$ cat src/rtl/nanorv32_ahb_master_bridge.sv
// nanorv32_ahb_master_bridge
// Converts single CPU load/store requests into AHB-Lite SINGLE transfers.
//
// Ports
//   clk_in, rst      : clock, synchronous active-high reset
//   cpu_addr         : request byte address
//   cpu_bytesel      : byte lanes, 4'b0000 = read, legal write patterns below
//   cpu_din          : lane-aligned write data
//   cpu_en           : request strobe, only looked at in IDLE
//   cpu_dout         : read data, valid while cpu_ready is high
//   cpu_ready        : one-cycle completion pulse
//   cpu_err          : one-cycle error-completion pulse
//   cpu_busy         : high whenever the bridge is not idle
//   haddr .. hwdata  : AHB-Lite master outputs
//   hrdata, hready,
//   hresp            : AHB-Lite master inputs
//
// state | meaning
// ------+---------------------------------------------------------------
// IDLE  | waiting for cpu_en; illegal byte lanes go straight to DONE
// ADDR  | NONSEQ address phase, held until hready
// DATA  | data phase, waiting for hready / first cycle of an error
// ERR   | second cycle of the two-cycle error response
// DONE  | single completion cycle, cpu_ready or cpu_err pulses here
module nanorv32_ahb_master_bridge (
    input  logic        clk_in,
    input  logic        rst,
    input  logic [31:0] cpu_addr,
    input  logic [3:0]  cpu_bytesel,
    input  logic [31:0] cpu_din,
    input  logic        cpu_en,
    output logic [31:0] cpu_dout,
    output logic        cpu_ready,
    output logic        cpu_err,
    output logic        cpu_busy,
    output logic [31:0] haddr,
    output logic        hwrite,
    output logic [2:0]  hsize,
    output logic [2:0]  hburst,
    output logic [3:0]  hprot,
    output logic [1:0]  htrans,
    output logic        hmastlock,
    output logic [31:0] hwdata,
    input  logic [31:0] hrdata,
    input  logic        hready,
    input  logic        hresp
);

    typedef enum logic [2:0] {
        ST_IDLE = 3'd0,
        ST_ADDR = 3'd1,
        ST_DATA = 3'd2,
        ST_ERR  = 3'd3,
        ST_DONE = 3'd4
    } state_t;

    localparam logic [1:0] HTRANS_IDLE   = 2'b00;
    localparam logic [1:0] HTRANS_NONSEQ = 2'b10;

    state_t      state, state_nxt;
    logic [31:0] haddr_nxt;
    logic        hwrite_nxt;
    logic [2:0]  hsize_nxt;
    logic [1:0]  htrans_nxt;
    logic [31:0] hwdata_nxt;
    logic [31:0] cpu_dout_nxt;
    logic        cpu_ready_nxt;
    logic        cpu_err_nxt;
    logic        cpu_busy_nxt;

    logic        req_legal;
    logic [2:0]  req_size;
    logic [1:0]  req_lo;

    // Only SINGLE, non-locked, privileged data accesses are ever issued.
    assign hburst    = 3'b000;
    assign hprot     = 4'b0011;
    assign hmastlock = 1'b0;

    // Byte-lane pattern to transfer size and low address bits. Reads are
    // always issued as full words; the CPU picks its lanes out of cpu_dout.
    always_comb begin
        req_legal = 1'b1;
        req_size  = 3'b010;
        req_lo    = 2'b00;
        case (cpu_bytesel)
            4'b0000, 4'b1111: begin
                req_size = 3'b010;
            end
            4'b0011: req_size = 3'b001;
            4'b1100: begin
                req_size = 3'b001;
                req_lo   = 2'b10;
            end
            4'b0001: req_size = 3'b000;
            4'b0010: begin
                req_size = 3'b000;
                req_lo   = 2'b01;
            end
            4'b0100: begin
                req_size = 3'b000;
                req_lo   = 2'b10;
            end
            4'b1000: begin
                req_size = 3'b000;
                req_lo   = 2'b11;
            end
            default: req_legal = 1'b0;
        endcase
    end

    always_comb begin
        state_nxt     = state;
        haddr_nxt     = haddr;
        hwrite_nxt    = hwrite;
        hsize_nxt     = hsize;
        htrans_nxt    = htrans;
        hwdata_nxt    = hwdata;
        cpu_dout_nxt  = cpu_dout;
        cpu_ready_nxt = 1'b0;
        cpu_err_nxt   = 1'b0;

        case (state)
            ST_IDLE: begin
                htrans_nxt = HTRANS_IDLE;
                if (cpu_en) begin
                    if (req_legal) begin
                        haddr_nxt  = (cpu_addr & 32'hFFFF_FFFC) | {30'd0, req_lo};
                        hsize_nxt  = req_size;
                        hwrite_nxt = (cpu_bytesel != 4'b0000);
                        hwdata_nxt = cpu_din;
                        htrans_nxt = HTRANS_NONSEQ;
                        state_nxt  = ST_ADDR;
                    end else begin
                        cpu_err_nxt = 1'b1;
                        state_nxt   = ST_DONE;
                    end
                end
            end
            ST_ADDR: begin
                if (hready) begin
                    htrans_nxt = HTRANS_IDLE;
                    state_nxt  = ST_DATA;
                end
            end
            ST_DATA: begin
                if (hready) begin
                    state_nxt = ST_DONE;
                    // hready with hresp already high means the first error
                    // cycle was missed; still report it as an error.
                    if (hresp) begin
                        cpu_err_nxt = 1'b1;
                    end else begin
                        cpu_ready_nxt = 1'b1;
                        if (!hwrite) begin
                            cpu_dout_nxt = hrdata;
                        end
                    end
                end else if (hresp) begin
                    state_nxt = ST_ERR;
                end
            end
            ST_ERR: begin
                if (hready) begin
                    cpu_err_nxt = 1'b1;
                    state_nxt   = ST_DONE;
                end
            end
            ST_DONE: begin
                state_nxt = ST_IDLE;
            end
            default: begin
                htrans_nxt = HTRANS_IDLE;
                state_nxt  = ST_IDLE;
            end
        endcase

        cpu_busy_nxt = (state_nxt != ST_IDLE);
    end

    always_ff @(posedge clk_in) begin
        if (rst) begin
            state     <= ST_IDLE;
            haddr     <= 32'd0;
            hwrite    <= 1'b0;
            hsize     <= 3'b010;
            htrans    <= HTRANS_IDLE;
            hwdata    <= 32'd0;
            cpu_dout  <= 32'd0;
            cpu_ready <= 1'b0;
            cpu_err   <= 1'b0;
            cpu_busy  <= 1'b0;
        end else begin
            state     <= state_nxt;
            haddr     <= haddr_nxt;
            hwrite    <= hwrite_nxt;
            hsize     <= hsize_nxt;
            htrans    <= htrans_nxt;
            hwdata    <= hwdata_nxt;
            cpu_dout  <= cpu_dout_nxt;
            cpu_ready <= cpu_ready_nxt;
            cpu_err   <= cpu_err_nxt;
            cpu_busy  <= cpu_busy_nxt;
        end
    end

endmodule

$ cat config.mk
export PLATFORM = sky130hd
export DESIGN_NAME = nanorv32_ahb_master_bridge
export DESIGN_NICKNAME = d
export VERILOG_FILES = /design/src/rtl/nanorv32_ahb_master_bridge.sv
export SDC_FILE = /design/constraint.sdc
export NUM_CORES = 1
export LEC_CHECK = 0
export CELL_PAD_IN_SITES_DETAIL_PLACEMENT = 1
export CELL_PAD_IN_SITES_GLOBAL_PLACEMENT = 1
export CORE_MARGIN = 4
export CORE_UTILIZATION = 28
export DETAILED_ROUTE_END_ITERATION = 10
export PLACE_DENSITY = 0.84
export SYNTH_ARGS = -nofsm -noshare
export SYNTH_HDL_FRONTEND = slang
export SYNTH_SLANG_ARGS = --single-unit
$ cat constraint.sdc
create_clock -name clk_in -period 2.6 [get_ports clk_in]
set_input_delay 0.78 -clock clk_in [delete_from_list [all_inputs] [get_ports clk_in]]
set_output_delay 0.78 -clock clk_in [all_outputs]
set_load 0.01 [all_outputs]
Word level (Yosys, flattened, before mapping)
Index checks and enable logic that the tools add are counted.

cells by class
  reductions and logical operators = 13
  equality and inequality tests = 12
  bitwise gates (word level) = 6
  muxes and demuxes = 21

operators by type and width
  cell                                                             number
  32-bit by 2-bit OR with 32-bit output                            1
  3-bit two-way mux                                                6
  4-bit == test, second input constant                             3
  2-bit one-hot mux with 3 select lines                            2
  3-bit one-hot mux with 4 select lines                            1
  4-bit by 2-bit == test with 1-bit output, second input constant  2
  8-bit OR reduction                                               1
  1-bit two-way mux                                                7
  3-bit by 2-bit == test with 1-bit output, second input constant  2
  2-bit two-way mux                                                3
  3-bit OR reduction                                               2
  1-bit NOT                                                        5
  4-bit by 1-bit == test with 1-bit output, second input constant  1
  4-bit by 3-bit == test with 1-bit output, second input constant  1
  4-bit zero test                                                  1
  2-bit one-hot mux with 2 select lines                            1
  4-bit AND reduction                                              1
  4-bit nonzero test                                               1
  2-bit OR reduction                                               2
  4-bit OR reduction                                               1
  3-bit by 1-bit == test with 1-bit output, second input constant  1
  3-bit == test, second input constant                             1
  3-bit zero test                                                  1
  1-bit one-hot mux with 3 select lines                            1
  4 further kinds                                                  4

storage, ports and cells
  input port bits = 105
  logic and storage cells = 62
  flip-flop bits (word level) = 108
  output and inout bits = 113

Depth between registers and ports, before layout
  depth after elaboration = 7
  gate-level depth with buffers = 7

Worst setup path after synthesis
Ideal clock, no wire load.

  kind = input to register
  start point = input cpu_bytesel[2]
  end point = register haddr[2]
  path slack = 0.609 ns
  data required time = 2.530 ns
  stages on the path = 6
  buffers on the path = 2
  arrival time = 1.921 ns
  path through = and4_1 > o31ai_2 > buf_2 > buf_2 > nand2_1 > a21oi_1

on the way
  cells in the longest elaborated chain, start to end = 4
  elaborated cells on any way between the ends = 11

ends and longest elaborated chain
  element                                 line  text
  start: declaration                      29    input logic [3:0] cpu_bytesel,
  4-bit == test (tied with other cells)   86    case (cpu_bytesel)
  8-bit OR reduction (no source line) *   -
  1-bit two-way mux *                     86
  3-bit AND reduction (no source line) *  -
  end signal: assignment                  195   haddr <= haddr_nxt;
  end: declaration                        36    output logic [31:0] haddr,

Every way passes the cells marked *; elsewhere a longest branch is shown, timed or not.
A chain may end at the register's enable or synchronous reset.

Final worst setup path
  start point = input cpu_bytesel[2]
  end point = register haddr[5]

The elaborated chain is that of the path after synthesis.

==> metrics.txt <==
Max IR drop VDD around 0.00033 V; 1st-pass router iterations 4; CP required 2870 ps; Synth top area share between 50 and 60%; largest net degree at the start of global routing 67; Worst Reg-to-Reg Cells 6; # setup viols final 0; vias in the first global route ~4300; initial antenna violation count 0; worst reg2reg startpoint state[0]; crit-path max FO 11; antenna-violating nets left 0; Fillers approximately 1600; share of cells above drive strength 1 approximately 5.3%; clk_lat worst skew around 350 ps; DP Cell Count between 800 and 900; most common cell after layout, fill and taps aside clkdlybuf4s50_1; Mapped Avg Cell Area roughly 8 um^2; Longest Clk Path Bufs 2; TritonCTS Buffers 9; Post-Layout Cell Count between 800 and 900; WL per Instance between 15 and 20 um; Clk pin slew, worst setup/hold paths approximately 70 ps; Post-CTS Resized 0; CTS root buf clkbuf_16; Ys Warns 0; hold depth 2; DIE WIDTH ~130 um; CP arrival 2590 ps; I/O pins between 200 and 250; synth-to-layout area growth 67.40%; Period minus WS final 2319 ps; diode count 0; hold buffers post-CTS 0; Rows 42; area leader, netlist dfxtp_1; Sink Count around 110; vias just under 4000; outcome finished, final reports clean; core area between 0.01 and 0.015 mm^2; drt via density between 4 and 5; Post-DP HPWL slightly above 10000 um; Synth cell types 30; die height between 100 and 150 um; die area 0.01566 mm^2; Fmax approximately 430 MHz; cell area after synthesis approximately 0.0038 mm^2; flop2flop setup slack between 700 and 800 ps; final layout net count slightly below 800; Final Cell Area about 0.0064 mm^2; Final Max Slew Viols 0; Worst setup SP type primary input; reg-to-reg endpoint haddr[30]; Crit Path Class in2reg; Max-Cap Viols 0; Tcrit/Tclk final between 80% and 90%; top cells by area, synth dfxtp_1 (55%), nand2_1 (19%), a21oi_1 (13%), clkbuf_1 (2.1%), buf_4 (2.0%); Placed Area slightly above 0.006 mm^2; H-tree depth 3; Layout Utilization about half; Rel. slew slack about 52%; Port Buffers between 200 and 250; CTS tree yes; pwr/cell area 571.5 mW/mm^2; hold path startpoint hwdata[15]; Tot GR Track Use between 10% and 20%; initial drt markers ~120; Starting Density 28.79%; Crit. End Element flip-flop; Fin Hold WS ~460 ps; Leakage roughly 2.2 nW; Syn Inst Count about 480; global route overflow 0; Post-CTS Setup Bufs 0; Tightest Hold Check Type reg2reg; commonest cells after routing, fill and taps aside clkdlybuf4s50_1 (204), nand2_1 (191), dfxtp_1 (106), a21oi_1 (99); DR DRC count 0; Worst Tran Pin Value around 730 ps; unrepaired setup endpoints after global routing false; register bit total from synthesis around 110; final hold vios 0; sequential share of the synthesized area roughly 55%; gpl congestion between 0.8 and 0.9; Hold EP hwdata[15]; Fin Clk Skew just under 7 ps; first-pass GRT wire length around 22000 um; WL final between 10000 and 15000 um
worst max-delay path by stage:
| stage | start | endpoint | cells after the start |
|---|---|---|---|
| 3_5_place_dp | cpu_bytesel[2] | haddr[5] | 6 |
| 4_1_cts | cpu_bytesel[2] | haddr[12] | 6 |
| 5_1_grt | cpu_bytesel[1] | cpu_err | 6 |
| 3_3_place_gp | cpu_en | haddr[17] | 7 |
| 2_1_floorplan | cpu_bytesel[2] | haddr[2] | 6 |
| 6_report | cpu_bytesel[2] | haddr[5] | 6 |
per-layer routing:
metal / share of wire [%] / GRT usage, %
met5: 0 / 0
met4: 2.0 / 6.378
met3: 8.0 / 6.695
met2: 51 / 31.00
met1: 39 / 17.84
critical path, stage by stage:
cell             delay (ps)
clkdlybuf4s50_1         490
and4_1                  300
o31ai_4                 500
buf_4                   280
nand2_1                  70
a21oi_1                 160
synth_stat cells:
master,count
maj3_1,1
nand3b_1,2
nor2_1,8
o21bai_1,1
nor3_1,6
a211o_1,1
xnor2_1,1
o311ai_0,1
nor4_2,1
nor2b_1,2
o31ai_2,1
o31a_1,1
xor2_1,1
and4_1,1
mux2i_1,1
clkbuf_1,22
nor4b_4,1
a2111oi_0,2
or4_1,2
or3_1,1
dfxtp_1,106
nor4_1,1
buf_2,12
o21ai_0,1
a311oi_1,1
a211oi_1,1
a21oi_1,99
nand2_1,191
buf_4,10
conb_1,2
where the power goes:
group,total [W],internal [W],switching (W)
Combinational,0.000575,0.000325,0.000250
Sequential,0.00173,0.00169,0.0000427
Clock,0.00137,0.000753,0.000614
Total,0.00368,0.00277,0.000907
state kept, by name, summed over array words and instances, names as in the netlist:
name,flops
cpu_dout,32
haddr,32
hwdata,32
state,3
hsize,2
cpu_busy,1
cpu_err,1
cpu_ready,1
htrans,1
hwrite,1
layout make-up:
type | instances | area [um^2] | share of cell area, %
Clock buffer | 9 | 225.2 | 3.501
Clock inverter | 7 | 76.32 | 1.187
Multi-Input combinational cell | 339 | 1551 | 24.12
Sequential cell | 106 | 2122 | 32.99
Tap cell | 176 | 220.2 | 3.423
Timing Repair Buffer | 220 | 2237 | 34.78
through the flow:
stage                     setup slack, ps  setup TNS [ps]  total power [W]
final                               280.9               0         0.003676
after global routing                135.1               0         0.003860
after CTS                           296.5               0         0.003742
after detailed placement           -88.03           -1404         0.002351
after global placement              49.37               0         0.002326
after floorplan                     608.6               0         0.001981
cells by family after synthesis:
logic type | after synthesis | synth area share (%)
buffers and inverters | 44 | 5.666
AOI/OAI and AO/OA | 109 | 15.11
DFF | 106 | 55.23
adders and majority gates | 1 | 0.2605
xor gates and xnor gates | 2 | 0.4560
and+or+nand+nor | 216 | 22.83
muxes | 1 | 0.2605
other | 2 | 0.1954
Note: power is estimated with default switching activity, not from simulation.
